## config.mk

```make
export PLATFORM = sky130hd
export DESIGN_NAME = tdc_timestamp_encoder
export DESIGN_NICKNAME = d
export VERILOG_FILES = /design/src/rtl/tdc_timestamp_encoder.sv
export SDC_FILE = /design/constraint.sdc
export NUM_CORES = 1
export LEC_CHECK = 0
export ABC_AREA = 0
export ABC_CLOCK_PERIOD_IN_PS = 5500
export BUFFER_PORTS_ARGS = -buffer_cell sky130_fd_sc_hd__buf_2
export CAP_MARGIN = 10
export CORE_MARGIN = 5
export CORE_UTILIZATION = 60
export CTS_CLUSTER_SIZE = 12
export DETAILED_ROUTE_END_ITERATION = 6
export GPL_TIMING_DRIVEN = 1
export PLACE_DENSITY_LB_ADDON = 0.25
export REMOVE_ABC_BUFFERS = 1
export SETUP_SLACK_MARGIN = 0.1
export SLEW_MARGIN = 0
export SYNTH_ARGS = -nofsm -noshare
export SYNTH_HDL_FRONTEND = slang
export SYNTH_SLANG_ARGS = --single-unit
```

## constraint.sdc

```tcl
create_clock -name i_clk -period 5.5 [get_ports i_clk]
set_input_delay 0.55 -clock i_clk [delete_from_list [all_inputs] [get_ports i_clk]]
set_output_delay 0.55 -clock i_clk [all_outputs]
set_load 0.01 [all_outputs]
```

## src/rtl/tdc_timestamp_encoder.sv

```systemverilog
// -----------------------------------------------------------------------------
// tdc_timestamp_encoder
//   Turns the clk-domain snapshot of the multi-phase hit samples into
//   {coarse, fine} timestamps and buffers them in a first-word-fall-through
//   FIFO that is read out with a valid/ready handshake.
//
//   Hit rising edge: the previous snapshot was all zero and the current one is
//   not. fine = NPH - popcount(snapshot), so sampling bubbles do not matter.
//   The event word sits in a one-entry stage register for one clk and is
//   written to the FIFO on the following edge.
//
//   Optional feature, macro TDC_ROLLOVER_MARKER_EN: each coarse wrap to 0
//   (while armed) also produces a marker word {coarse=0, fine=0, marker=1}.
//   Without the macro no word ever carries the marker bit.
//
// Ports
//   i_clk         system clock
//   i_rst         asynchronous reset, active low
//   i_arm         1 = run the coarse counter and accept hits
//   i_phase_smp   NPH phase samples of the hit, already in the clk domain
//   i_ts_ready    consumer accepts the head word
//   o_ts_valid    FIFO head word valid
//   o_ts_coarse   head word coarse time
//   o_ts_fine     head word fine bin, 0..NPH-1
//   o_ts_marker   head word is a coarse-rollover marker
//   o_fifo_level  number of words stored
//   o_drop_cnt    saturating count of words lost to a full FIFO
//   i_clr_drop    synchronous clear of o_drop_cnt (wins over an increment)
// -----------------------------------------------------------------------------
module tdc_timestamp_encoder #(
   parameter int unsigned NPH        = 10,
   parameter int unsigned COARSE_W   = 22,
   parameter int unsigned FIFO_DEPTH = 16
) (
   input  logic                          i_clk,
   input  logic                          i_rst,
   input  logic                          i_arm,
   input  logic [NPH-1:0]                i_phase_smp,
   input  logic                          i_ts_ready,
   output logic                          o_ts_valid,
   output logic [COARSE_W-1:0]           o_ts_coarse,
   output logic [3:0]                    o_ts_fine,
   output logic                          o_ts_marker,
   output logic [$clog2(FIFO_DEPTH):0]   o_fifo_level,
   output logic [7:0]                    o_drop_cnt,
   input  logic                          i_clr_drop
);

   localparam int unsigned AW = $clog2(FIFO_DEPTH);
   localparam int unsigned LW = AW + 1;
   localparam int unsigned CW = $clog2(NPH + 1);

   typedef struct packed {
      logic [COARSE_W-1:0] coarse;
      logic [3:0]          fine;
      logic                marker;
   } ts_word_t;

   logic [COARSE_W-1:0] r_coarse;
   logic                r_prev_zero;
   logic                r_stg_vld;
   ts_word_t            r_stg;
   ts_word_t            r_mem [FIFO_DEPTH];
   logic [AW-1:0]       r_wr_ptr;
   logic [AW-1:0]       r_rd_ptr;
   logic [LW-1:0]       r_count;
   logic [7:0]          r_drop;

   logic [CW-1:0]       w_ones;
   logic [3:0]          w_fine;
   logic                w_event;
   logic                w_stg_vld_nxt;
   ts_word_t            w_stg_nxt;
   logic                w_full;
   logic                w_pop;
   logic                w_wr;
   logic                w_drop;
   ts_word_t            w_head;

`ifdef TDC_ROLLOVER_MARKER_EN
   logic                w_wrap;
   logic                r_mrk_pend;
   logic                w_mrk_pend_nxt;
`endif

   // Popcount of the phase snapshot
   always_comb begin
      w_ones = '0;
      for (int i = 0; i < NPH; i++) begin
         w_ones = w_ones + CW'(i_phase_smp[i]);
      end
   end

   // Fine bin; an empty snapshot never forms an event, it is only clipped here
   assign w_fine  = (w_ones == '0) ? 4'(NPH - 1) : 4'(NPH) - 4'(w_ones);
   assign w_event = i_arm & r_prev_zero & (i_phase_smp != '0);

`ifdef TDC_ROLLOVER_MARKER_EN
   assign w_wrap = i_arm & (r_coarse == '1);
`endif

   // Stage-register next value: event word, else (optionally) a marker
   always_comb begin
      w_stg_vld_nxt = 1'b0;
      w_stg_nxt     = '0;
`ifdef TDC_ROLLOVER_MARKER_EN
      w_mrk_pend_nxt = 1'b0;
      if (w_event) begin
         w_stg_vld_nxt    = 1'b1;
         w_stg_nxt.coarse = r_coarse;
         w_stg_nxt.fine   = w_fine;
         // A wrap coinciding with an event waits one cycle; events never repeat back to back
         w_mrk_pend_nxt   = w_wrap;
      end else if (w_wrap || r_mrk_pend) begin
         w_stg_vld_nxt    = 1'b1;
         w_stg_nxt.marker = 1'b1;
      end
`else
      if (w_event) begin
         w_stg_vld_nxt    = 1'b1;
         w_stg_nxt.coarse = r_coarse;
         w_stg_nxt.fine   = w_fine;
      end
`endif
   end

   // FIFO handshake: a full FIFO still accepts when the head leaves the same cycle
   assign w_full = (r_count == LW'(FIFO_DEPTH));
   assign w_pop  = o_ts_valid & i_ts_ready;
   assign w_wr   = r_stg_vld & (~w_full | w_pop);
   assign w_drop = r_stg_vld & w_full & ~w_pop;

   // Coarse counter, edge detector history, stage, FIFO pointers and drop counter
   always_ff @(posedge i_clk or negedge i_rst) begin
      if (!i_rst) begin
         r_coarse    <= '0;
         r_prev_zero <= 1'b1;
         r_stg_vld   <= 1'b0;
         r_stg       <= '0;
         r_wr_ptr    <= '0;
         r_rd_ptr    <= '0;
         r_count     <= '0;
         r_drop      <= '0;
      end else begin
         r_coarse    <= i_arm ? r_coarse + COARSE_W'(1) : '0;
         r_prev_zero <= (i_phase_smp == '0);
         r_stg_vld   <= w_stg_vld_nxt;
         r_stg       <= w_stg_nxt;
         if (w_wr) begin
            r_wr_ptr <= r_wr_ptr + AW'(1);
         end
         if (w_pop) begin
            r_rd_ptr <= r_rd_ptr + AW'(1);
         end
         r_count <= r_count + LW'(w_wr) - LW'(w_pop);
         if (i_clr_drop) begin
            r_drop <= '0;
         end else if (w_drop && (r_drop != 8'hFF)) begin
            r_drop <= r_drop + 8'd1;
         end
      end
   end

`ifdef TDC_ROLLOVER_MARKER_EN
   // Pending-marker flag
   always_ff @(posedge i_clk or negedge i_rst) begin
      if (!i_rst) begin
         r_mrk_pend <= 1'b0;
      end else begin
         r_mrk_pend <= w_mrk_pend_nxt;
      end
   end
`endif

   // FIFO storage; contents are meaningless while the count says empty
   always_ff @(posedge i_clk) begin
      if (w_wr) begin
         r_mem[r_wr_ptr] <= r_stg;
      end
   end

   // Head word, forced to zero while empty so reset/empty outputs read 0
   assign w_head       = r_mem[r_rd_ptr];
   assign o_ts_valid   = (r_count != '0);
   assign o_ts_coarse  = o_ts_valid ? w_head.coarse : '0;
   assign o_ts_fine    = o_ts_valid ? w_head.fine   : '0;
   assign o_ts_marker  = o_ts_valid & w_head.marker;
   assign o_fifo_level = r_count;
   assign o_drop_cnt   = r_drop;

endmodule

```

==> results of run 1 <==
-- per-layer routing --
layer | share of wire | vias to the layer above
li1 | - | 4167
met1 | 0.40 | 5092
met2 | 0.50 | 424
met3 | 0.074 | 55
met4 | 0.020 | 0
met5 | 0 | -
-- synth_stat cells, drive strengths merged, types with 2 or more instances --
cell type | count | share of area
and4 | 2 | 0.00091
nor2 | 29 | 0.0056
nor2b | 2 | 0.00065
ha | 18 | 0.012
dfrtp | 70 | 0.091
xnor2 | 14 | 0.0064
fa | 7 | 0.0073
inv | 29 | 0.0056
a21oi | 12 | 0.0031
o211ai | 27 | 0.010
or3 | 5 | 0.0016
nand3 | 70 | 0.018
xor2 | 10 | 0.0045
mux2i | 34 | 0.018
clkbuf | 19 | 0.0037
mux4 | 104 | 0.12
nor3 | 8 | 0.0021
a31oi | 2 | 0.00065
edfxtp | 416 | 0.65
and2 | 25 | 0.0082
and3 | 4 | 0.0013
buf | 33 | 0.0093
nand4 | 8 | 0.0026
nand2b | 10 | 0.0032
o31ai | 3 | 0.0012
or4 | 4 | 0.0016
o21ai | 7 | 0.0018
nand2 | 23 | 0.0045
nor4 | 3 | 0.00097
-- report_power, final --
part / internal (mW) / switching [mW] / total, mW / leakage, nW
clock network: 1.71 / 1.28 / 2.99 / 0.692
logic: 0.718 / 0.837 / 1.56 / 2.00
registers: 4.00 / 0.215 / 4.21 / 5.36
-- worst max path at each step --
stage,start,to,slack [ns],depth (start not counted)
4_1_cts,o_fifo_level[3],o_ts_coarse[1],1.42,8
6_report,o_fifo_level[3],o_ts_coarse[1],1.44,8
5_1_grt,o_fifo_level[3],o_ts_coarse[1],1.31,8
3_3_place_gp,i_phase_smp[5],r_stg[4],1.55,12
2_1_floorplan,r_rd_ptr[1],o_ts_coarse[0],0.72,3
3_5_place_dp,i_phase_smp[5],r_stg[4],1.42,12
-- logic make-up (layout without fill, tap and decap cells) --
group | count (synthesis) | after routing
other | 1 | 1
muxes | 139 | 139
AOI/OAI and AO/OA | 56 | 56
adders and majority gates | 25 | 25
DFF | 487 | 487
buffers and inverters | 81 | 195
and+or+nand+nor | 197 | 197
xor gates and xnor gates | 24 | 24
-- layout make-up --
| cell class | instances | area, µm² | share of cell area |
|---|---|---|---|
| sequential | 487 | 14280 | 0.6620 |
| clock buffer | 81 | 1386 | 0.06427 |
| inverter | 29 | 108.9 | 0.005047 |
| multi-input combinational | 442 | 4797 | 0.2224 |
| clock inverter | 8 | 37.54 | 0.001740 |
| timing repair buffer | 77 | 457.9 | 0.02123 |
| tap | 402 | 503.0 | 0.02332 |
-- through the flow --
| step | power, mW | utilization | setup slack, ns | cells | hold slack [ns] |
|---|---|---|---|---|---|
| after floorplan | 5.391 | - | 0.7249 | 958 | 0.2544 |
| after global placement | 5.857 | 0.6368 | 1.551 | 1437 | 0.4837 |
| after detailed placement | 5.877 | 0.6368 | 1.421 | 1437 | 0.5092 |
| after CTS | 8.845 | 0.6818 | 1.416 | 1526 | 0.2074 |
| after global routing | 9.127 | 0.6818 | 1.309 | 1526 | 0.2363 |
| final | 8.759 | 0.6818 | 1.437 | 1526 | 0.1636 |
-- flip-flops by register name, summed over array words and instances, names as in the netlist --
| register | flops |
|---|---|
| o_drop_cnt | 8 |
| o_fifo_level | 5 |
| r_coarse | 22 |
| r_mem | 416 |
| r_prev_zero | 1 |
| r_rd_ptr | 4 |
| r_stg | 26 |
| r_stg_vld | 1 |
| r_wr_ptr | 4 |
==> flow_summary.ini, run 1 <==
[global_routing]
grtUsageMet3 = 0.03945
grt_max_degree = 72
grtUsageMet1 = 0.3366
grt_overflow_total = 0
grt-busiest-layer = met2
grt.total_usage = 0.2335
grt_pass1_wl_um = 62600
grt_pass1_vias = 10190
antenna_found_initial = 0
met2_usage = 0.3844

[logic_synthesis]
async_flop_share = 0.1458
synth-warning-count = 0
seq_area_frac_synth = 0.7391
syn_inst = 1010
synth-edff-count = 416
synth_cell_types = 45
yosys.area_share.simple = 0.05314
synth_top_family_by_area = multiplexers
synth_ff_type = edfxtp_1
synthMuxAreaShare = 0.1397
synth_seq_cells = 487
synthesis.area_mm2 = 0.01931
synthXorXnorAreaFrac = 0.01089
syn_area_per_cell_um2 = 19.12
synth_compound_area_frac = 0.01944
synth_fa_ha_area_frac = 0.01892

[worst_hold_path]
hold_class = input pin to async pin

[setup_path]
critPathRequiredTime_ns = 4.95
rr_worst_depth = 14
crit_path_end_kind = output pin
cpMostUsedCell = buf_4
cp_num_buf_inv = 4
r2r_end = o_fifo_level[4]
r2r_start = o_fifo_level[3]
critPathLaunchType = flip-flop
cp_max_fo = 55
cpPeakStageDelay_ns = 0.58
path_delay_family = buffers and inverters
ff2ff_setup_slack_ns = 2.16
cpMaxStageDelayCell = or4b_2
worstSetupPathType = flip-flop to output pin
worst_ep_arrival_time_ns = 3.51
worstPathCellList = inv_1 > ha_1 > or4b_2 > buf_4 > nand2b_1 > buf_4 > o211ai_1 > buf_2

[drt]
routed_wirelength_um = 40770
num_vias = 9738
ant_nets = 0
drc = 0
initialDrtViolationCount = 976
wl_per_cell_um = 26.72
avgViaCountPerCell = 6.381
drt_first_pass_iters = 5

[cts]
cts_root_buf = clkbuf_16
cts_max_level = 2
cts_setup_buffers = 0
cts_inserted_buffers = 49
clock_sinks = 487
post_cts_resized = 0
clk_path_buf_depth = 3
clk_pin_slew_ns = 0.06
hold_buffers = 0
worstSkewPairLatency_ns = 0.54
cts_tree = done

[finish]
mostFrequentLayoutCells = 416 x edfxtp_1, 104 x mux4_2, 70 x nand3_1, 67 x dfrtp_1, 53 x buf_2
diodes = 0
synthToLayoutAreaGrowth_pct = 11.72
nNetsFinal = 1126
layout-drive-gt1-share = 0.2358
layout_commonest_cell = edfxtp_1
final_area_mm2 = 0.02157
fillers = 1986

[placement]
port_buffers = 54
routabilityCongestion = 0.7622
place_hpwl_um = 21800
placed_area_mm2 = 0.02015

[pwr]
p_per_area_mw_per_mm2 = 406.1
p_leak_nw = 8.047
ir_drop_v = 0.0003103

[timing]
rsz0062_at_grt = false
finClkSkew_ns = 0.01823
fmax_mhz = 246.1
fin_crit_ns = 4.063
slew_violations = 0
setup_viol_count_final = 0
fin_crit_sh = 0.7387
tightest_slew_ns = 1.151
slew_headroom = 0.2312
finalSetupTns_ns = 0
finalHoldViolations = 0

[floorplan]
core_mm2 = 0.03164
start_util = 0.6103
chipHeight_um = 189.4
die_x_um = 189.4
io_pins = 56
die_area_mm2 = 0.03587
rows = 65

[run_status]
status = finished clean

[run]
maxCapViolations = 0
Power figures use the tool's default switching activity.
==> run 2, diff against run 1 <==
ABC_CLOCK_PERIOD_IN_PS = 3400   (was 5500)
CORE_UTILIZATION = 56   (was 60)
clock period = 3.4 ns   (was 5.5 ns; I/O delays follow)
==> run 2 against run 1 <==
Compared with the run above:
- global-route usage shrank 1.4 points
- first-iteration DRC count grew 2.3%
- critical path depth is the same
- clock power grew 62%
==> flow_summary.ini, run 2 (synthesized netlist as in run 1, its figures left out) <==
[run_status]
status = finished clean

[pwr]
power.internal_mw = 10.60
swShare = 0.2689
ir_drop_v = 0.0004759
share_seq_of_total_power = 0.468
p_per_area_mw_per_mm2 = 659.1
power_mw = 14.49
p_leak_nw = 8.209
combPwrFrac = 0.197
p_switching_mw = 3.897
clkPwrFrac = 0.335

[floorplan]
io_pins = 56
rows = 68
die_area_mm2 = 0.03829
core_mm2 = 0.03429
start_util = 0.5631
die_x_um = 195.7
chipHeight_um = 195.7

[drt]
initialDrtViolationCount = 998
routed_wirelength_um = 41690
drt_first_pass_iters = 6
num_vias = 9717
avgViaCountPerCell = 6.073
ant_nets = 0
drc = 0
wl_per_cell_um = 26.06

[timing]
fmax_mhz = 312.2
fin_crit_sh = 0.9421
setup_viol_count_final = 0
slew_headroom = 0.3458
tightest_slew_ns = 0.9814
fin_crit_ns = 3.203
finClkSkew_ns = 0.01634
rsz0062_at_grt = true
finalHoldViolations = 0
slew_violations = 0

[finish]
mostFrequentLayoutCells = 416 x edfxtp_1, 104 x mux4_2, 70 x nand3_1, 67 x dfrtp_1, 53 x buf_2
multiInputGateArea_mm2 = 0.004817
diodes = 0
final_core_util = 0.6413
largestRegisters = r_mem (416), r_stg (26), r_coarse (22)
synthToLayoutAreaGrowth_pct = 13.89
top_register = r_mem
nNetsFinal = 1147
layout-drive-gt1-share = 0.2498
largest_reg_flops = 416
final_area_mm2 = 0.02199
ff_latch_area_mm2 = 0.01428
layout_commonest_cell = edfxtp_1
fillers = 2308
finalNonFillerCells = 1600

[worst_hold_path]
worstHoldEndpoint = o_drop_cnt[2]
min-delay-start = i_clr_drop
min_path_cells = 2
hold_class = input pin to flip-flop

[cts]
clk_pin_slew_ns = 0.06
cts_tree = done
clock_sinks = 487
cts_root_buf = clkbuf_16
clk_path_buf_depth = 3
worstSkewPairLatency_ns = 0.56
cts_inserted_buffers = 48
cts_max_level = 2

[setup_path]
cpMaxStageDelayCell = or4b_2
worst_ep_arrival_time_ns = 2.86
cpMostUsedCell = buf_12
rr_worst_depth = 13
cpPeakStageDelay_ns = 0.65
cp_max_fo = 54
r2r_end = o_fifo_level[4]
crit_path_end_kind = output pin
worstSetupPathType = flip-flop to output pin
critPathLaunchType = flip-flop
worstPathCellList = inv_1 > ha_1 > or4b_2 > buf_12 > nand2b_4 > buf_12 > o211ai_1 > buf_2
path_delay_family = simple AND/OR/NAND/NOR gates
ff2ff_setup_slack_ns = 0.44
critPathRequiredTime_ns = 3.06
r2r_start = o_fifo_level[3]
cp_num_buf_inv = 4

[global_routing]
grt.total_usage = 0.2191
antenna_found_initial = 0
grt_max_degree = 72
grt_pass1_vias = 10260
grt_overflow_total = 0
grt_pass1_wl_um = 62980

[placement]
routabilityCongestion = 0.7648
placed_area_mm2 = 0.02049
port_buffers = 54
post-place-cells = 1509
place_hpwl_um = 22440

[run]
maxCapViolations = 0
[run 2: worst reg2reg max path: cells and delay by family (launching register included)]
kind                       cells  cell delay [ns]
AOI/OAI and AO/OA              2             0.24
DFF                            1             0.40
buffers and inverters          4             0.26
adders and majority gates      4             0.95
xor gates and xnor gates       1             0.14
and+or+nand+nor                2             0.88
[run 2: power groups by stage]
| stage | Sequential (mW) | Clock (mW) | Combinational, mW |
|---|---|---|---|
| after global routing | 6.80 | 5.16 | 3.09 |
| after CTS | 6.78 | 4.92 | 2.85 |
| after detailed placement | 6.90 | 0 | 2.82 |
| after global placement | 6.90 | 0 | 2.78 |
| after floorplan | 7.15 | 0 | 1.57 |
| final | 6.78 | 4.85 | 2.86 |
[run 2: stage by stage]
| step | hold WS, ns | setup slack [ns] | setup TNS, ns |
|---|---|---|---|
| floorplan | 0.04441 | -1.165 | -67.45 |
| global placement | 0.5221 | -0.2998 | -0.5206 |
| detailed placement | 0.5219 | -0.3762 | -0.9595 |
| CTS | 0.02176 | 0.1030 | 0 |
| global route | 0.04168 | 0.09002 | 0 |
| finish | 0.04515 | 0.1970 | 0 |
[run 2: metal layers]
layer | wire (µm) | part of all wire | track usage | vias to the layer above
li1 | - | - | - | 4202
met4 | 785 | 0.019 | 0.05198 | 0
met2 | 20920 | 0.50 | 0.3605 | 363
met3 | 2780 | 0.067 | 0.03641 | 64
met5 | 0 | 0 | 0 | -
met1 | 17210 | 0.41 | 0.3150 | 5088
[run 2: cell type report]
cell class	instances	area share
clock buffer	84	0.06305
clock inverter	4	0.001593
inverter	29	0.004950
multi-input combinational	442	0.2191
sequential	487	0.6494
tap	455	0.02589
timing repair buffer	99	0.03608
[run 2: how the worst max path moves through the flow]
stage	endpoint	slack [ns]	start	depth (start not counted)
4_1_cts	o_ts_coarse[19]	0.10	o_fifo_level[3]	8
3_3_place_gp	r_stg[4]	-0.30	i_phase_smp[5]	12
5_1_grt	r_stg[4]	0.09	i_phase_smp[9]	12
6_report	o_ts_coarse[19]	0.20	o_fifo_level[3]	8
2_1_floorplan	o_ts_coarse[0]	-1.17	r_rd_ptr[1]	3
3_5_place_dp	r_stg[4]	-0.38	i_phase_smp[5]	12
[run 2: timing repair]
| action | in CTS | in global routing |
|---|---|---|
| pin swaps | 0 | 2 |
| resized for setup | 3 | 4 |
| hold buffers | 1 | 0 |
| endpoints found under the hold margin | 70 | 0 |
| setup endpoints to repair | 26 | 9 |
| cloned | 0 | 1 |
| setup buffers | 0 | 1 |
==> run 3, diff against run 2 <==
--- a/constraint.sdc
+++ b/constraint.sdc
@@ -3,2 +3,2 @@
 set_output_delay 0.34 -clock i_clk [all_outputs]
-set_load 0.01 [all_outputs]
+set_load 0.1 [all_outputs]
==> run 3 against run 2 <==
Compared with the run above:
- via count rose by 0.37%
- largest cell class unchanged
- worst hold slack improved by 0.013 ns
- critical endpoint is now r_stg[4]
- sequential share of layout area fell by 0.49 points
- utilization rose by 0.49 points
- highest routed layer unchanged
- largest power group unchanged
==> flow_summary.ini, run 3 (synthesized netlist as in run 1, its figures left out) <==
[timing]
whs_ns = 0.05776
finClkSkew_ns = 0.01217
rsz0062_at_grt = false
finalSetupTns_ns = 0
setup_viol_count_final = 0
fin_crit_ns = 3.188
fin_crit_sh = 0.9376
slew_headroom = 0.3619
slew_violations = 0
finalHoldViolations = 0
tightest_slew_ns = 0.9572
fmax_mhz = 313.7

[global_routing]
met2_usage = 0.3587
grt_pass1_vias = 9996
grt_overflow_total = 0
grtUsageMet3 = 0.03727
antenna_found_initial = 0
grt-busiest-layer = met2
grt_pass1_wl_um = 62470
grtUsageMet1 = 0.3062
grt.total_usage = 0.2160
grt_max_degree = 72

[floorplan]
start_util = 0.5631
core_mm2 = 0.03429
die_area_mm2 = 0.03829
chipHeight_um = 195.7
die_x_um = 195.7
rows = 68
io_pins = 56

[cts]
cts_tree = done
clk_path_buf_depth = 3
cts_inserted_buffers = 49
worstSkewPairLatency_ns = 0.55
clk_pin_slew_ns = 0.05
clock_sinks = 487
cts_root_buf = clkbuf_16
cts_max_level = 2

[run_status]
status = finished clean

[finish]
mostFrequentLayoutCells = 416 x edfxtp_1, 104 x mux4_2, 70 x nand3_1, 67 x dfrtp_1, 51 x clkbuf_16
top_register = r_mem
largestRegisters = r_mem (416), r_stg (26), r_coarse (22)
largest_reg_flops = 416
nNetsFinal = 1153
synthToLayoutAreaGrowth_pct = 14.75
final_core_util = 0.6461
diodes = 0
layout-drive-gt1-share = 0.2582
layout_commonest_cell = edfxtp_1

[pwr]
p_per_area_mw_per_mm2 = 705.6
ir_drop_v = 0.0007739
power_mw = 15.63
p_leak_nw = 8.280

[drt]
routed_wirelength_um = 40630
drc = 0
ant_nets = 0
avgViaCountPerCell = 6.062
wl_per_cell_um = 25.25
drt_first_pass_iters = 5
num_vias = 9753
initialDrtViolationCount = 854

[setup_path]
critPathLaunchType = input pin
critPathRequiredTime_ns = 3.83
worst_ep_arrival_time_ns = 3.62
cp_max_fo = 3
cpMostUsedCell = fa_1
worstSetupPathType = input pin to flip-flop
worstPathCellList = buf_2 > inv_1 > fa_1 > fa_1 > fa_1 > inv_1 > ha_1 > fa_1 > inv_1 > ha_1 > or4_1 > o2111a_1
crit_path_end_kind = flip-flop
cpPeakStageDelay_ns = 0.57
cpMaxStageDelayCell = fa_1

[run]
maxCapViolations = 0

[placement]
routabilityCongestion = 0.7889
port_buffers = 54
place_hpwl_um = 23250

[worst_hold_path]
hold_class = input pin to flip-flop
## run 3: worst max-delay path: cells and delay by family
family | cells | cell delay [ns]
buf+inv | 4 | 0.23
fa+ha+maj | 6 | 2.42
simple gates | 1 | 0.48
compound gates | 1 | 0.16
## run 3: layer usage
metal / wire length (µm) / share of wire / up-vias
met5: 0 / 0 / -
met4: 780 / 0.019 / 0
met3: 2648 / 0.065 / 63
met2: 20760 / 0.51 / 351
met1: 16440 / 0.40 / 5108
li1: - / - / 4231
## run 3: per-stage QoR
step | setup slack, ns | cell area [µm²] | cells
detailed placement | -0.3477 | 20540 | 1515
global route | 0.1209 | 22160 | 1609
CTS | 0.09825 | 22120 | 1608
floorplan | -2.388 | 19060 | 958
finish | 0.2122 | 22160 | 1609
global placement | -0.3047 | 20540 | 1515
## run 3: timing repair
action	in CTS	in global routing
resized for setup	26	10
endpoints found under the setup margin	26	26
hold endpoints to repair	70	0
hold buffers	1	0
buffers inserted	0	0
cloned	0	1
## run 3: where the power goes
| group | internal (mW) | switching [mW] | leakage [nW] |
|---|---|---|---|
| Clock | 2.89 | 2.10 | 0.732 |
| Combinational | 1.44 | 2.51 | 2.19 |
| Sequential | 6.47 | 0.234 | 5.36 |
| Total | 10.8 | 4.84 | 8.28 |
## run 3: worst paths after layout
kind / startpoint / endpoint / slack (ns) / cells after the start
min reg2reg: r_coarse[19] / r_stg[24] / 0.54 / 1
max in group asynchronous: i_rst / r_rd_ptr[1] / 2.19 / 2
max: i_phase_smp[0] / r_stg[4] / 0.21 / 12
max reg2reg: o_fifo_level[3] / o_fifo_level[4] / 0.61 / 13
min: i_clr_drop / o_drop_cnt[5] / 0.06 / 2
min in group asynchronous: i_rst / r_stg[4] / 0.47 / 2
## run 3: area by class of cell
type	count	area, µm²
Clock inverter	9	48.80
Inverter	29	108.9
Tap cell	455	569.3
Fill cell	2315	12130
Clock buffer	83	1446
Timing Repair Buffer	104	899.6
Sequential cell	487	14280
Multi-Input combinational cell	442	4803
